[src/rtl/uart_pkg.sv]
// Shared UART definitions: frame-format defaults, FSM state encoding and
// counter sizing helpers used by both uart_tx and uart_rx.
package uart_pkg;

  localparam int NB_DATA_BITS_DEF = 8;
  localparam int OVERSAMPLE_DEF   = 16;
  localparam int SB_TICK_DEF      = 16;

  typedef enum logic [1:0] {
    ST_IDLE  = 2'd0,
    ST_START = 2'd1,
    ST_DATA  = 2'd2,
    ST_STOP  = 2'd3
  } uart_state_e;

  function automatic int max_int(input int a, input int b);
    return (a > b) ? a : b;
  endfunction

  // Counter width for values 0..n-1, never narrower than one bit.
  function automatic int cnt_width(input int n);
    return (n > 1) ? $clog2(n) : 1;
  endfunction

endpackage

[src/rtl/uart_tx.sv]
// UART transmitter: start bit, NB_DATA_BITS data bits LSB first, one stop bit,
// all timed in baud_tick pulses.
//
// state | meaning
// IDLE  | line high, waiting for tx_start
// START | driving start bit (0) for OVERSAMPLE ticks
// DATA  | driving shift register bit 0, one bit per OVERSAMPLE ticks
// STOP  | driving stop bit (1) for SB_TICK ticks, tx_done on exit
module uart_tx
  import uart_pkg::*;
#(
  parameter int NB_DATA_BITS = NB_DATA_BITS_DEF,
  parameter int OVERSAMPLE   = OVERSAMPLE_DEF,
  parameter int SB_TICK      = SB_TICK_DEF
) (
  input  logic                    clk,
  input  logic                    i_rst,
  input  logic                    baud_tick,
  input  logic [NB_DATA_BITS-1:0] tx_data_in,
  input  logic                    tx_start,
  output logic                    tx,
  output logic                    tx_busy,
  output logic                    tx_done
);

  localparam int TICK_W = cnt_width(max_int(OVERSAMPLE, SB_TICK));
  localparam int BIT_W  = cnt_width(NB_DATA_BITS);

  localparam logic [TICK_W-1:0] OS_LAST  = TICK_W'(OVERSAMPLE - 1);
  localparam logic [TICK_W-1:0] SB_LAST  = TICK_W'(SB_TICK - 1);
  localparam logic [BIT_W-1:0]  BIT_LAST = BIT_W'(NB_DATA_BITS - 1);

  uart_state_e              state_q, state_d;
  logic [TICK_W-1:0]        tick_q, tick_d;
  logic [BIT_W-1:0]         bit_q, bit_d;
  logic [NB_DATA_BITS-1:0]  shreg_q, shreg_d;
  logic                     tx_q, tx_d;

  always_ff @(posedge clk) begin
    if (!i_rst) begin
      state_q <= ST_IDLE;
      tick_q  <= '0;
      bit_q   <= '0;
      shreg_q <= '0;
      tx_q    <= 1'b1;
    end else begin
      state_q <= state_d;
      tick_q  <= tick_d;
      bit_q   <= bit_d;
      shreg_q <= shreg_d;
      tx_q    <= tx_d;
    end
  end

  always_comb begin
    state_d = state_q;
    tick_d  = tick_q;
    bit_d   = bit_q;
    shreg_d = shreg_q;
    tx_d    = tx_q;
    tx_done = 1'b0;
    case (state_q)
      ST_IDLE: begin
        tx_d = 1'b1;
        if (tx_start) begin
          shreg_d = tx_data_in;
          tick_d  = '0;
          bit_d   = '0;
          tx_d    = 1'b0;
          state_d = ST_START;
        end
      end
      ST_START: begin
        if (baud_tick) begin
          if (tick_q == OS_LAST) begin
            tick_d  = '0;
            tx_d    = shreg_q[0];
            state_d = ST_DATA;
          end else begin
            tick_d = tick_q + TICK_W'(1);
          end
        end
      end
      ST_DATA: begin
        if (baud_tick) begin
          if (tick_q == OS_LAST) begin
            tick_d  = '0;
            shreg_d = shreg_q >> 1;
            if (bit_q == BIT_LAST) begin
              bit_d   = '0;
              tx_d    = 1'b1;
              state_d = ST_STOP;
            end else begin
              bit_d = bit_q + BIT_W'(1);
              tx_d  = shreg_d[0];
            end
          end else begin
            tick_d = tick_q + TICK_W'(1);
          end
        end
      end
      ST_STOP: begin
        if (baud_tick) begin
          if (tick_q == SB_LAST) begin
            tick_d  = '0;
            state_d = ST_IDLE;
            // Suppressed when reset lands on the final stop tick: the frame is aborted.
            tx_done = i_rst;
          end else begin
            tick_d = tick_q + TICK_W'(1);
          end
        end
      end
      default: state_d = ST_IDLE;
    endcase
  end

  assign tx      = tx_q;
  assign tx_busy = (state_q != ST_IDLE);

endmodule

[config.mk]
export PLATFORM = sky130hd
export DESIGN_NAME = uart_tx
export DESIGN_NICKNAME = d
export VERILOG_FILES = /design/src/rtl/uart_pkg.sv /design/src/rtl/uart_tx.sv
export SDC_FILE = /design/constraint.sdc
export NUM_CORES = 1
export LEC_CHECK = 0
export CAP_MARGIN = 0
export CELL_PAD_IN_SITES_DETAIL_PLACEMENT = 1
export CELL_PAD_IN_SITES_GLOBAL_PLACEMENT = 2
export CORE_ASPECT_RATIO = 1.1
export CORE_UTILIZATION = 33
export DETAILED_ROUTE_END_ITERATION = 16
export GPL_TIMING_DRIVEN = 0
export PLACE_DENSITY = 0.74
export SETUP_SLACK_MARGIN = 0.3
export SLEW_MARGIN = 20
export SYNTH_ARGS = -nofsm -noshare
export SYNTH_HDL_FRONTEND = slang
export SYNTH_SLANG_ARGS = --single-unit
[constraint.sdc]
create_clock -name clk -period 1.8 [get_ports clk]
set_input_delay 0.36 -clock clk [delete_from_list [all_inputs] [get_ports clk]]
set_output_delay 0.36 -clock clk [all_outputs]
set_load 0.03 [all_outputs]
==> results of run 1 <==
cell usage after synthesis, drive strengths merged, types with 2 or more instances:
cell and instances:
nand3 2, buf 3, ha 8, or4 2
nand2b 3, nand2 15, nand4b 2, and3 3
o211a 7, dfxtp 18, inv 3, o21ai 5
nor2b 2, a21oi 2, nor2 3, mux2i 11
clkbuf 2, a21boi 8
sequential cells by signal, summed over array words and instances, names as in the netlist:
signal and count:
tick_q 4, shreg_q 8, state_q 2, tx 1, bit_q 3
path summary, 6_finish.rpt:
path,startpoint,to,slack [ps],depth (start not counted)
setup / recovery,tick_q[0],tx_done,110,4
hold / removal,i_rst,tx,440,2
setup reg to reg,tick_q[0],bit_q[0],210,7
hold reg to reg,tx,tx,480,2
kinds of logic (layout without fill, tap and decap cells):
kind of cell	count (synthesis)	after routing	synth area share
and+or+nand+nor	39	39	0.207
DFF	18	18	0.345
muxes	11	11	0.106
adders and majority gates	8	8	0.0959
buffers and inverters	8	37	0.0384
AOI/OAI and AO/OA	26	26	0.207
timing repair:
item                       in CTS  in global routing
buffers inserted                7                  4
setup endpoints to repair      20                 19
pin swaps                       9                  9
gates cloned                    0                  1
gates resized for setup        45                 10
per-stage QoR:
step,hold WS [ps],total power [mW]
6_report,444,2.36
5_1_grt,477,2.54
4_1_cts,470,2.18
3_5_place_dp,462,1.61
3_3_place_gp,459,1.58
2_1_floorplan,449,1.36
area by class of cell:
class / instances / area, sq um / share of cell area
repair buffers: 25 / 248 / 0.166
well taps: 34 / 42.5 / 0.0285
multi-input cells: 84 / 736 / 0.492
clock buffers: 4 / 36.3 / 0.0243
plain buffers: 5 / 37.5 / 0.0251
inverters: 3 / 18.8 / 0.0126
flip-flops and latches: 18 / 375 / 0.251
layer usage:
metal	up-vias	wire [um]
met1	435	1170
met4	0	15
met2	10	1350
met5	-	0
met3	2	74
li1	455	-
report_power, final:
part	leakage (nW)	switching [mW]	internal (mW)
sequential	0.150	0.0973	0.542
clock	0.0210	0.130	0.123
combinational	0.482	0.666	0.804
==> impl_summary.log, run 1 <==
INFO  metric run_status = finished clean
INFO  metric grt_antenna_before_repair = 0
INFO  metric die_width = 55.6 um
INFO  metric mappedNetlistArea = 0.00104 sq mm
INFO  metric syn_avg_cell_area = 9.49 sq um
INFO  metric ys_top_cells_by_area = sky130_fd_sc_hd__dfxtp_1 35%, sky130_fd_sc_hd__mux2i_1 11%, sky130_fd_sc_hd__ha_1 9.6%
INFO  metric busiest_layer = met2
INFO  metric drt_first_iter_violations = 5
INFO  metric hold_buffers = 0
INFO  metric starting_density = 0.345
INFO  metric timing.clock.skew = 8.38 ps
INFO  metric number_of_flops_mapped_to_enable_cells_by_yosys = 0
INFO  metric holdCritPathClass = primary input to register
INFO  metric grt_first_pass_wirelength = 4290 um
INFO  metric floorplan.core_area = 0.00302 sq mm
INFO  metric critical_path_required = 1440 ps
INFO  metric cpPeakStageDelay = 390 ps
INFO  metric layout-drive-gt1-share = 0.309
INFO  metric antenna_cells_inserted = 0
INFO  metric grt_pass1_vias = 923
INFO  metric clk_latency = 300 ps
INFO  metric setup-tns-final = 0 ps
INFO  metric clk_pin_slew = 110 ps
INFO  metric max-clock-path-buffers = 2
INFO  metric pre_cts_ws = -653 ps
INFO  metric slew_headroom = 0.699
INFO  metric first_pass_iters = 2
INFO  metric cpMaxStageDelayCell = sky130_fd_sc_hd__dfxtp_4
INFO  metric cts.sink_count = 18
INFO  metric postSynthNetCount = 130
INFO  metric utilization = 0.494
INFO  metric yosysTopAreaCell = sky130_fd_sc_hd__dfxtp_1
INFO  metric detail_route.wirelength = 2600 um
INFO  metric rows = 21
INFO  metric detailed_place.area = 0.00122 sq mm
INFO  metric vdd_ir_drop_max = 0.000765 V
INFO  metric timing_max_transition_violations_final = 0
INFO  metric area.growth.synth_to_final = 43.2%
INFO  metric finalInstanceArea = 0.00149 sq mm
INFO  metric finalCriticalPeriod = 1690 ps
INFO  metric synth_cell_types = 34
INFO  metric io_pins = 15
INFO  metric cap_viol_max_count = 0
INFO  metric max_clock_freq = 591 MHz
INFO  metric synthDominantCellAreaShare = 0.345
INFO  metric cts_bufs_inserted = 3
INFO  metric use_met3 = 0.0426
INFO  metric clock_tree.root_cell = sky130_fd_sc_hd__clkbuf_4
INFO  metric drt-wirelength-per-cell = 15.0 um
INFO  metric cellPowerDensity = 1580 mW/mm^2
INFO  metric dieHeight = 61.0 um
INFO  metric synth-seq-area-share = 0.345
INFO  metric fp.dieArea = 0.00339 sq mm
INFO  metric final_cell_mix = 15 x sky130_fd_sc_hd__nand2_1, 14 x sky130_fd_sc_hd__dfxtp_1, 10 x sky130_fd_sc_hd__buf_4, 10 x sky130_fd_sc_hd__mux2i_1, 8 x sky130_fd_sc_hd__clkdlybuf4s50_1
INFO  metric routabilityCongestion = 0.748
INFO  metric grt_max_degree = 11
INFO  metric timing.critical_path.to_type = output pin
INFO  metric pleak = 0.654 nW
INFO  metric gr-usage-met2 = 0.320
INFO  metric setup_slack = 107 ps
INFO  metric critical_path_at = 1330 ps
INFO  metric detailed_placer_s_ending_hpwl = 1710 um
INFO  metric netlist_instances = 110
INFO  metric post_drt_via_cell_ratio = 5.21
INFO  metric worst-slew-pin-transition = 451 ps
INFO  metric crit_path_max_fanout = 5
INFO  metric layout_commonest_cell = sky130_fd_sc_hd__nand2_1
INFO  metric fill_cells = 339
INFO  metric globalRouteTotalUtil = 0.166
INFO  metric global_route.overflow_total = 0
INFO  metric worst_setup_path_start_kind = register
INFO  metric final-setup-viol-count = 0
INFO  metric synth_flop_cell = sky130_fd_sc_hd__dfxtp_1
INFO  metric dr_total_vias = 902
INFO  metric finish.net_count = 160
INFO  metric rsz0062_at_grt = true
INFO  metric yosys_warnings = 0
INFO  metric deepest_level_of_the_cts_h_tree = 1
INFO  metric crit_path_cell_trace = ha_4 > and4_4 > and3_4 > buf_6
INFO  metric place.port_buffers = 13
INFO  metric post-route-period-util = 0.941
INFO  metric stdcell_count = 173
INFO  metric async_reset_ff_frac = 0
INFO  metric drc = 0
INFO  metric postRouteAntennaNets = 0
INFO  metric worst-path-buf-inv = 1
INFO  metric crit_type = register to output pin
INFO  metric critical-path-top-delay-family = flip-flops
INFO  metric final_hold_viol_count = 0
INFO  metric tritoncts = built
INFO  metric yosys_register_bits = 18
INFO  metric grtUsageMet1 = 0.188
INFO  metric placed_cells_incl_taps = 157
Note: power is estimated with default switching activity, not from simulation.
==> run 2, diff against run 1 <==
CAP_MARGIN = unset   (was 0)
==> results of run 2 <==
Same layout as run 1: the final DEF is identical, and so are final timing and power.
==> run 3, diff against run 2 <==
RECOVER_POWER = 100   (was unset)
==> impl_summary.log, run 3 (same netlist as run 1, synthesis figures left out) <==
INFO  metric timing.clock.skew = 9.96 ps (+1.58 ps)
INFO  metric critical-path-top-delay-family = flip-flops
INFO  metric detail_route.wirelength = 2620 um (+0.50%)
INFO  metric post-route-period-util = 0.953 (+0.0128)
INFO  metric critical_path_required = 1440 ps (about the same)
INFO  metric grt_pass1_vias = 923 (unchanged)
INFO  metric min_from = i_rst
INFO  metric fill_cells = 345 (+1.8%)
INFO  metric fin_worst_hold_slack = 444 ps (+0.417 ps)
INFO  metric worst-slew-pin-transition = 453 ps (+1.43 ps)
INFO  metric stdcell_count = 173 (unchanged)
INFO  metric worstReg2RegEnd = shreg_q[0]
INFO  metric routabilityCongestion = 0.748 (unchanged)
INFO  metric timing.critical_path.to_type = output pin
INFO  metric rsz0062_at_grt = true
INFO  metric vdd_ir_drop_max = 0.000747 V (-2.4%)
INFO  metric layout-drive-gt1-share = 0.281 (-0.0288)
INFO  metric largest_reg_flops = 8 (unchanged)
INFO  metric dr_total_vias = 902 (unchanged)
INFO  metric grt_max_degree = 11 (unchanged)
INFO  metric slew_headroom = 0.698 (-0.000955)
INFO  metric cts.sink_count = 18 (unchanged)
INFO  metric final_hold_viol_count = 0 (unchanged)
INFO  metric final_cell_mix = 15 x sky130_fd_sc_hd__nand2_1, 14 x sky130_fd_sc_hd__dfxtp_1, 11 x sky130_fd_sc_hd__buf_4
INFO  metric timing_max_transition_violations_final = 0 (unchanged)
INFO  metric regToRegStartpoint = tick_q[0]
INFO  metric worstHoldPathCells = 2 (unchanged)
INFO  metric floorplan.core_area = 0.00302 sq mm (unchanged)
INFO  metric utilization = 0.482 (-0.0120)
INFO  metric starting_density = 0.345 (unchanged)
INFO  metric deepest_level_of_the_cts_h_tree = 1 (unchanged)
INFO  metric total_power = 2.27 mW (-3.8%)
INFO  metric crit_path_cell_trace = ha_4 > and4_4 > and3_4 > buf_4
INFO  metric reg.largest.list = shreg_q: 8 flops, tick_q: 4 flops, bit_q: 3 flops
INFO  metric finalCriticalPeriod = 1720 ps (+23.1 ps)
INFO  metric cellPowerDensity = 1560 mW/mm^2 (-1.4%)
INFO  metric fp.dieArea = 0.00339 sq mm (unchanged)
INFO  metric clk_latency = 300 ps (about the same)
INFO  metric io_pins = 15 (unchanged)
INFO  metric rows = 21 (unchanged)
INFO  metric regMostFlops = shreg_q
INFO  metric worstSetupStartpoint = tick_q[0]
INFO  metric cpMaxStageDelayCell = sky130_fd_sc_hd__dfxtp_4
INFO  metric finalInstanceArea = 0.00146 sq mm (-2.4%)
INFO  metric final-setup-viol-count = 0 (unchanged)
INFO  metric worst-path-buf-inv = 1 (unchanged)
INFO  metric drt-wirelength-per-cell = 15.1 um (+0.50%)
INFO  metric cts_bufs_inserted = 3 (unchanged)
INFO  metric max_clock_freq = 583 MHz (-1.3%)
INFO  metric clk_pin_slew = 110 ps (about the same)
INFO  metric first_pass_iters = 2 (unchanged)
INFO  metric finish.net_count = 160 (unchanged)
INFO  metric cap_viol_max_count = 0 (unchanged)
INFO  metric global_route.overflow_total = 0 (unchanged)
INFO  metric clock_tree.root_cell = sky130_fd_sc_hd__clkbuf_4
INFO  metric cpPeakStageDelay = 390 ps (about the same)
INFO  metric tritoncts = built
INFO  metric holdCritPathClass = primary input to register
INFO  metric run_status = finished clean
INFO  metric post_drt_via_cell_ratio = 5.21 (unchanged)
INFO  metric max-clock-path-buffers = 2 (unchanged)
INFO  metric globalRouteTotalUtil = 0.166 (unchanged)
INFO  metric place.port_buffers = 13 (unchanged)
INFO  metric min_to = tx
INFO  metric dieHeight = 61.0 um (unchanged)
INFO  metric sequential_cell_area = 375 sq um (unchanged)
INFO  metric crit_path_max_fanout = 5 (unchanged)
INFO  metric detailed_place.area = 0.00122 sq mm (unchanged)
INFO  metric detailed_placer_s_ending_hpwl = 1710 um (unchanged)
INFO  metric drt_first_iter_violations = 19 (+14)
INFO  metric layout_commonest_cell = sky130_fd_sc_hd__nand2_1
INFO  metric reg2reg_setup_slack = 120 ps (-90 ps)
INFO  metric critical_path_at = 1360 ps (+30 ps)
INFO  metric area.growth.synth_to_final = 39.7%
INFO  metric crit_type = register to output pin
INFO  metric antenna_cells_inserted = 0 (unchanged)
INFO  metric die_width = 55.6 um (unchanged)
INFO  metric placed_cells_incl_taps = 157 (unchanged)
INFO  metric drc = 0 (unchanged)
INFO  metric postRouteAntennaNets = 0 (unchanged)
INFO  metric grt_first_pass_wirelength = 4290 um (unchanged)
INFO  metric number_of_cells_on_the_worst_reg_to_reg_path = 7 (unchanged)
INFO  metric worst_setup_path_start_kind = register
INFO  metric multi_input_comb_area = 711 sq um (-3.4%)
INFO  metric grt_antenna_before_repair = 0 (unchanged)
INFO  metric pleak = 0.640 nW (-2.1%)
## run 3: cell types whose count changed in the layout (fill, tap and decap cells not counted), sizes merged
| cell | change |
|---|---|
| buf | -1 |
| clkbuf | +1 |
## run 3: power breakdown
| group | internal [mW] | switching (mW) | total (mW) |
|---|---|---|---|
| logic | 0.750 | 0.629 | 1.38 |
| registers | 0.542 | 0.0976 | 0.639 |
| clock network | 0.123 | 0.132 | 0.255 |
| total | 1.42 | 0.859 | 2.27 |
## run 3: worst max-delay path by stage
| stage | to | slack, ps | cells past startpoint |
|---|---|---|---|
| after global routing | tx_done | 30 | 4 |
| after global placement | tx_done | -660 | 4 |
| final | tx_done | 80 | 4 |
| after CTS | tx_done | 90 | 4 |
| after floorplan | shreg_q[0] | 290 | 7 |
| after detailed placement | tx_done | -650 | 4 |
## run 3: per-stage QoR
| step | setup TNS [ps] | setup WS [ps] |
|---|---|---|
| after global routing | 0 | 31.3 |
| final | 0 | 83.7 |
| after floorplan | 0 | 286 |
| after global placement | -1550 | -664 |
| after CTS | 0 | 91.4 |
| after detailed placement | -1700 | -653 |
## run 3: cell type report
cell class                 count  share of cell area
clock buffer                   4              0.0249
buffer                         5              0.0258
timing repair buffer          25               0.162
tap                           34              0.0292
inverter                       3              0.0129
sequential                    18               0.258
multi-input combinational     84               0.488
## run 3: timing repair
action / CTS / global route
cloned: 0 / 1
hold endpoints to repair: 0 / 0
hold buffers: 0 / 0
setup buffers: 7 / 4
pin swaps: 9 / 9
resized for setup: 45 / 10
setup endpoints to repair: 20 / 19
## run 3: per-layer routing
layer / GRT usage / vias to the layer above / share of wire
met3: 0.0426 / 2 / 0.028
met1: 0.188 / 435 / 0.44
met5: 0 / - / 0
met4: 0.0321 / 0 / 0.0065
li1: - / 455 / -
met2: 0.320 / 10 / 0.52
## run 3: worst reg2reg max path, delay by kind of cell, from the launching register on
| kind | cells | cell delay (ps) |
|---|---|---|
| compound gates | 2 | 460 |
| buf+inv | 2 | 350 |
| flops | 1 | 390 |
| simple gates | 2 | 240 |
| fa+ha+maj | 1 | 130 |
==> patch 1 (settings of run 2) <==
The 4 states of `uart_state_e` get a one-hot encoding in 4 bits.
--- a/src/rtl/uart_pkg.sv
+++ b/src/rtl/uart_pkg.sv
@@ -6,11 +6,11 @@
   localparam int OVERSAMPLE_DEF   = 16;
   localparam int SB_TICK_DEF      = 16;
 
-  typedef enum logic [1:0] {
-    ST_IDLE  = 2'd0,
-    ST_START = 2'd1,
-    ST_DATA  = 2'd2,
-    ST_STOP  = 2'd3
+  typedef enum logic [3:0] {
+    ST_IDLE  = 4'b0001,
+    ST_START = 4'b0010,
+    ST_DATA  = 4'b0100,
+    ST_STOP  = 4'b1000
   } uart_state_e;
 
   function automatic int max_int(input int a, input int b);
Check against the original RTL: same outputs for any inputs over 10 cycles, from zero or initial values and one cycle with i_rst low; not proved beyond that.
==> patch 1 against run 2 <==
Synthesized area increased by 6.5%; die area increased by 6.3%; total power decreased by 14%; global-route usage increased by 4.4 points; sequential power decreased by 6.9%; wire length increased by 30%; the flow now finishes with violations (DRC, setup timing); worst setup slack got worse by 130 ps; critical path depth increased by 4; sequential cell count increased by 2; design area increased by 14%; synthesized cell count increased by 21%; non-clock buffer count increased by 18.
==> patch 1: results (changes against run 2) <==
Status = finished, violations left
Failing checks = DRC, setup timing
Vias in the first global route = 1,167 (+26%)
Final number of setup-violating endpoints = 3 (+3)
Port bufs = 14 (+1)
Synth Area in Adders = 3.38% (-6.2 points)
M1 GR Usage = 27.2% (+8.4 points)
Layout clock area frac = 1.32% (-1.1 points)
Largest cells by area after synthesis = dfxtp_1, nand2_1, a311oi_1, nor2_1, mux2i_1
Multi-input gates = 101 (+20%)
Mapped Avg Cell Area = 8.35 µm² (-12%)
WL met1 = 1500 µm (+28%)
End of the worst hold path = bit_q[2]$_SDFFE_PN0P_
Routability cong. = 0.754 (+0.79%)
Inverters = 4 (+1)
Post-synth top cells = nand2_1, dfxtp_1, nor2_1
First-pass GRT wire length = 5840 µm (+36%)
XOR/XNOR Fraction of Synth Area = 0.788% (+0.79 points)
Met2 Use GR = 36.8% (+4.8 points)
Non-clock buffering overhead = 25.9% (+6.8 points)
Worst Slack Setup Final = -23.7 ps (-131 ps)
Yosys reg bits = 20 (+2)
Synth cell types = 39 (+15%)
Worst slew pin tran = 356 ps (-94.9 ps)
Post-CTS Setup Inserts = 21 (+14)
Placed cells = 181 (+15%)
DR iter-0 viols = 38 (+33)
Comb. pwr = 0.00122 W (-17%)
Worst vdd rail ir drop = 0.000421 V (-45%)
Worst R2R Start = state_q[0]$_SDFFE_PN1P_
Layout Nets = 193 (+21%)
DR DRC count = 2 (+2)
Leading registers by flop count = shreg_q x8, state_q x4, tick_q x4
Drt pass-1 iters = 10 (+8)
HP Start = bit_q[2]$_SDFFE_PN0P_
Complex-gate fraction of the synthesized area = 21.5% (+0.77 points)
Area of the multi-input gates = 777 µm² (+5.6%)
Hold crit path type = reg2reg
Buffers, non-clock = 48 (+60%)
patch 1: cell types whose count changed in the layout (fill, tap and decap cells not counted), sizes merged, moves of 5 or more:
cell,before,now
mux2i,11,4
ha,8,3
a311oi,0,8
a21oi,2,8
o211a,7,0
nand2,15,23
a21boi,8,0
buf,17,33
nor2,3,16
patch 1: critical path: stages, from the launching register on:
cell	delay, ps
dfxtp_2	350
buf_6	120
or4b_4	480
buf_6	140
o21ai_4	210
buf_4	160
buf_6	90
nor2_2	30
a311oi_1	170
patch 1: per-stage QoR:
stage | cell area [µm²] | setup slack (ps) | util, % | setup TNS (ps)
6_report | 1710 | -23.7 | 54.7 | -39.2
4_1_cts | 1660 | -21.3 | 53.0 | -34.7
3_5_place_dp | 1300 | -581 | 41.5 | -3710
2_1_floorplan | 1120 | 148 | - | 0
3_3_place_gp | 1300 | -604 | 41.5 | -3710
5_1_grt | 1710 | -107 | 54.7 | -815
==> patch 2 (flow settings as in run 2) <==
Made on the original files. Set the package constant `OVERSAMPLE_DEF` to 17 (it was 16).
--- a/src/rtl/uart_pkg.sv
+++ b/src/rtl/uart_pkg.sv
@@ -3,7 +3,7 @@
 package uart_pkg;
 
   localparam int NB_DATA_BITS_DEF = 8;
-  localparam int OVERSAMPLE_DEF   = 16;
+  localparam int OVERSAMPLE_DEF   = 17;
   localparam int SB_TICK_DEF      = 16;
 
   typedef enum logic [1:0] {
Behaviour: same outputs for any inputs over 10 cycles, from zero or initial values and one cycle with i_rst low; that may be too few to reach the edited logic, so the function may still have changed.
==> patch 2 against run 2 <==
Worst setup slack got worse by 61 ps; sequential power shrank 4.7%; sequential cell count grew 1; clock skew barely moved; synthesized area is 16% higher; wire length grew 34%; total power increased by 20%; first-iteration DRC count grew to 4.6 times the old value; count of clock-buffer cells in the layout down 1; core utilization increased by 2.8 points; design area is 19% higher; maximum frequency fell by 3.5%; combinational power is 35% higher; largest cell class unchanged; largest power group unchanged.
==> patch 2: results (changes against run 2) <==
Met2 Use GR = 36.7% (+4.7 points)
Mapped Nets = 154 (+18%)
Register share of total power = 21.5% (-5.6 points)
Complex-gate fraction of the synthesized area = 29.0% (+8.2 points)
R2R Setup Slk = 80 ps (-130 ps)
Gr usage total = 20.4% (+3.8 points)
Detail Placement HPWL = 2390 µm (+40%)
Routed vias = 1,143 (+27%)
R2R Path End = shreg_q[5]$_SDFFE_PN0P_
Met3 usage = 2.36% (-1.9 points)
Leading registers by flop count = shreg_q x8, tick_q x5, bit_q x3
Drt pass-1 iters = 4 (+2)
DR iter-0 viols = 23 (+18)
Routed WL = 3490 µm (+34%)
Leakage power = 0.679 nW (+3.9%)
Mapped Avg Cell Area = 9.23 µm² (-2.7%)
Seq/Total Area, Yosys = 31.5% (-3.1 points)
Dpl ws = -412 ps (+241 ps)
Hold crit path type = reg2reg
HP Start = shreg_q[7]$_SDFFE_PN0P_
Largest family of logic cells by synthesized area = compound AO/OA/AOI/OAI gates
Switching Share = 44.2% (+6.4 points)
Tcrit/Tclk final = 97.5% (+3.4 points)
M1 GR Usage = 24.5% (+5.7 points)
Synth Area in Adders = 11.4% (+1.8 points)
Worst R2R Start = tick_q[1]$_SDFFE_PN0P_
Largest net degree at the start of global routing = 12 (+1)
Worst vdd rail ir drop = 0.000551 V (-28%)
Synth cell types = 41 (+21%)
Worst relative slew slack = 60.8% (-9.1 points)
Hold Path Stages = 2 (unchanged)
Num CTS Buffers = 3 (unchanged)
Vias per Instance = 5.24 (+0.56%)
Placed cells = 192 (+22%)
Status = finished clean
Post-synthesis mux area share = 5.80% (-4.8 points)
Max incr delay on CP = 380 ps
R2R cell count = 9 (+2)
Clock Skews = 8.59 ps (+0.211 ps)
Worst EP arrival = 1390 ps (+60 ps)
Vias in the first global route = 1,267 (+37%)
CTS root buf = clkbuf_4
Largest cells by area after synthesis = dfxtp_1, ha_1, a211oi_2, mux2i_1, a21oi_1
Worst-path maximum fanout = 2 (-3)
==> patch 2: cell types whose count changed in the layout (fill, tap and decap cells not counted), moves of 3 or more <==
cell             run 2  this run
o211a_1              7         0
inv_1                0         4
a21oi_2              0         3
nand2_1             15         6
dfxtp_2              0         3
a21oi_1              1        10
a21boi_1             5         0
a211oi_2             0         7
inv_2                1         4
nor2_1               1         4
o21ai_0              4         1
mux2i_1             10         7
buf_4               10        17
==> patch 2: area by class of cell <==
type	instances	area, µm²
Clock buffer	3	22.5
Timing Repair Buffer	35	323
Multi-Input combinational cell	96	900
Buffer	5	28.8
Clock inverter	1	5.00
Tap cell	48	60.1
Fill cell	419	1630
Sequential cell	19	392
Inverter	11	51.3
==> patch 2: kinds of logic after synthesis <==
group | count (synthesis)
DFF | 19
AOI/OAI and AO/OA | 43
muxes | 7
adders and majority gates | 11
buffers and inverters | 16
and+or+nand+nor | 35
==> patch 2: metrics by stage <==
step / area (µm²) / utilization (%) / hold WS, ps
6_report: 1780 / 52.2 / 486
5_1_grt: 1780 / 52.2 / 508
4_1_cts: 1710 / 50.0 / 501
3_5_place_dp: 1450 / 42.4 / 475
3_3_place_gp: 1450 / 42.4 / 444
2_1_floorplan: 1260 / - / 454
==> patch 2: timing repair <==
item,in CTS,in global routing
endpoints found under the setup margin,22,21
pin swaps,8,12
gates resized for setup,41,10
buffers inserted,17,5
endpoints found under the hold margin,0,0
==> patch 2: power by group through the flow <==
stage / registers, W / logic, W / clock network (W)
3_3_place_gp: 0.000599 / 0.00133 / 0
5_1_grt: 0.000618 / 0.00217 / 0.000272
4_1_cts: 0.000603 / 0.00184 / 0.000248
6_report: 0.000609 / 0.00199 / 0.000238
3_5_place_dp: 0.000608 / 0.00138 / 0
2_1_floorplan: 0.000603 / 0.00103 / 0
==> patch 2: worst min-delay path, delay by kind of cell (launching register included) <==
kind	cells	cell delay, ps
AO/OA/AOI/OAI	2	100
flip-flops	1	350
==> patch 2: routing by layer <==
layer | up-vias | routed length, µm
met5 | - | 0
met3 | 4 | 54
li1 | 566 | -
met2 | 10 | 1870
met1 | 563 | 1530
met4 | 0 | 37
==> patch 2: worst max path at each step <==
stage | depth (start not counted) | end | from
floorplan | 7 | bit_q[1]$_SDFFE_PN0P_ | tick_q[1]$_SDFFE_PN0P_
global placement | 4 | tx_done | baud_tick
detailed placement | 4 | tx_done | baud_tick
CTS | 7 | tx_done | tick_q[0]$_SDFFE_PN0P_
global route | 7 | tx_done | tick_q[1]$_SDFFE_PN0P_
finish | 7 | tx_done | tick_q[1]$_SDFFE_PN0P_
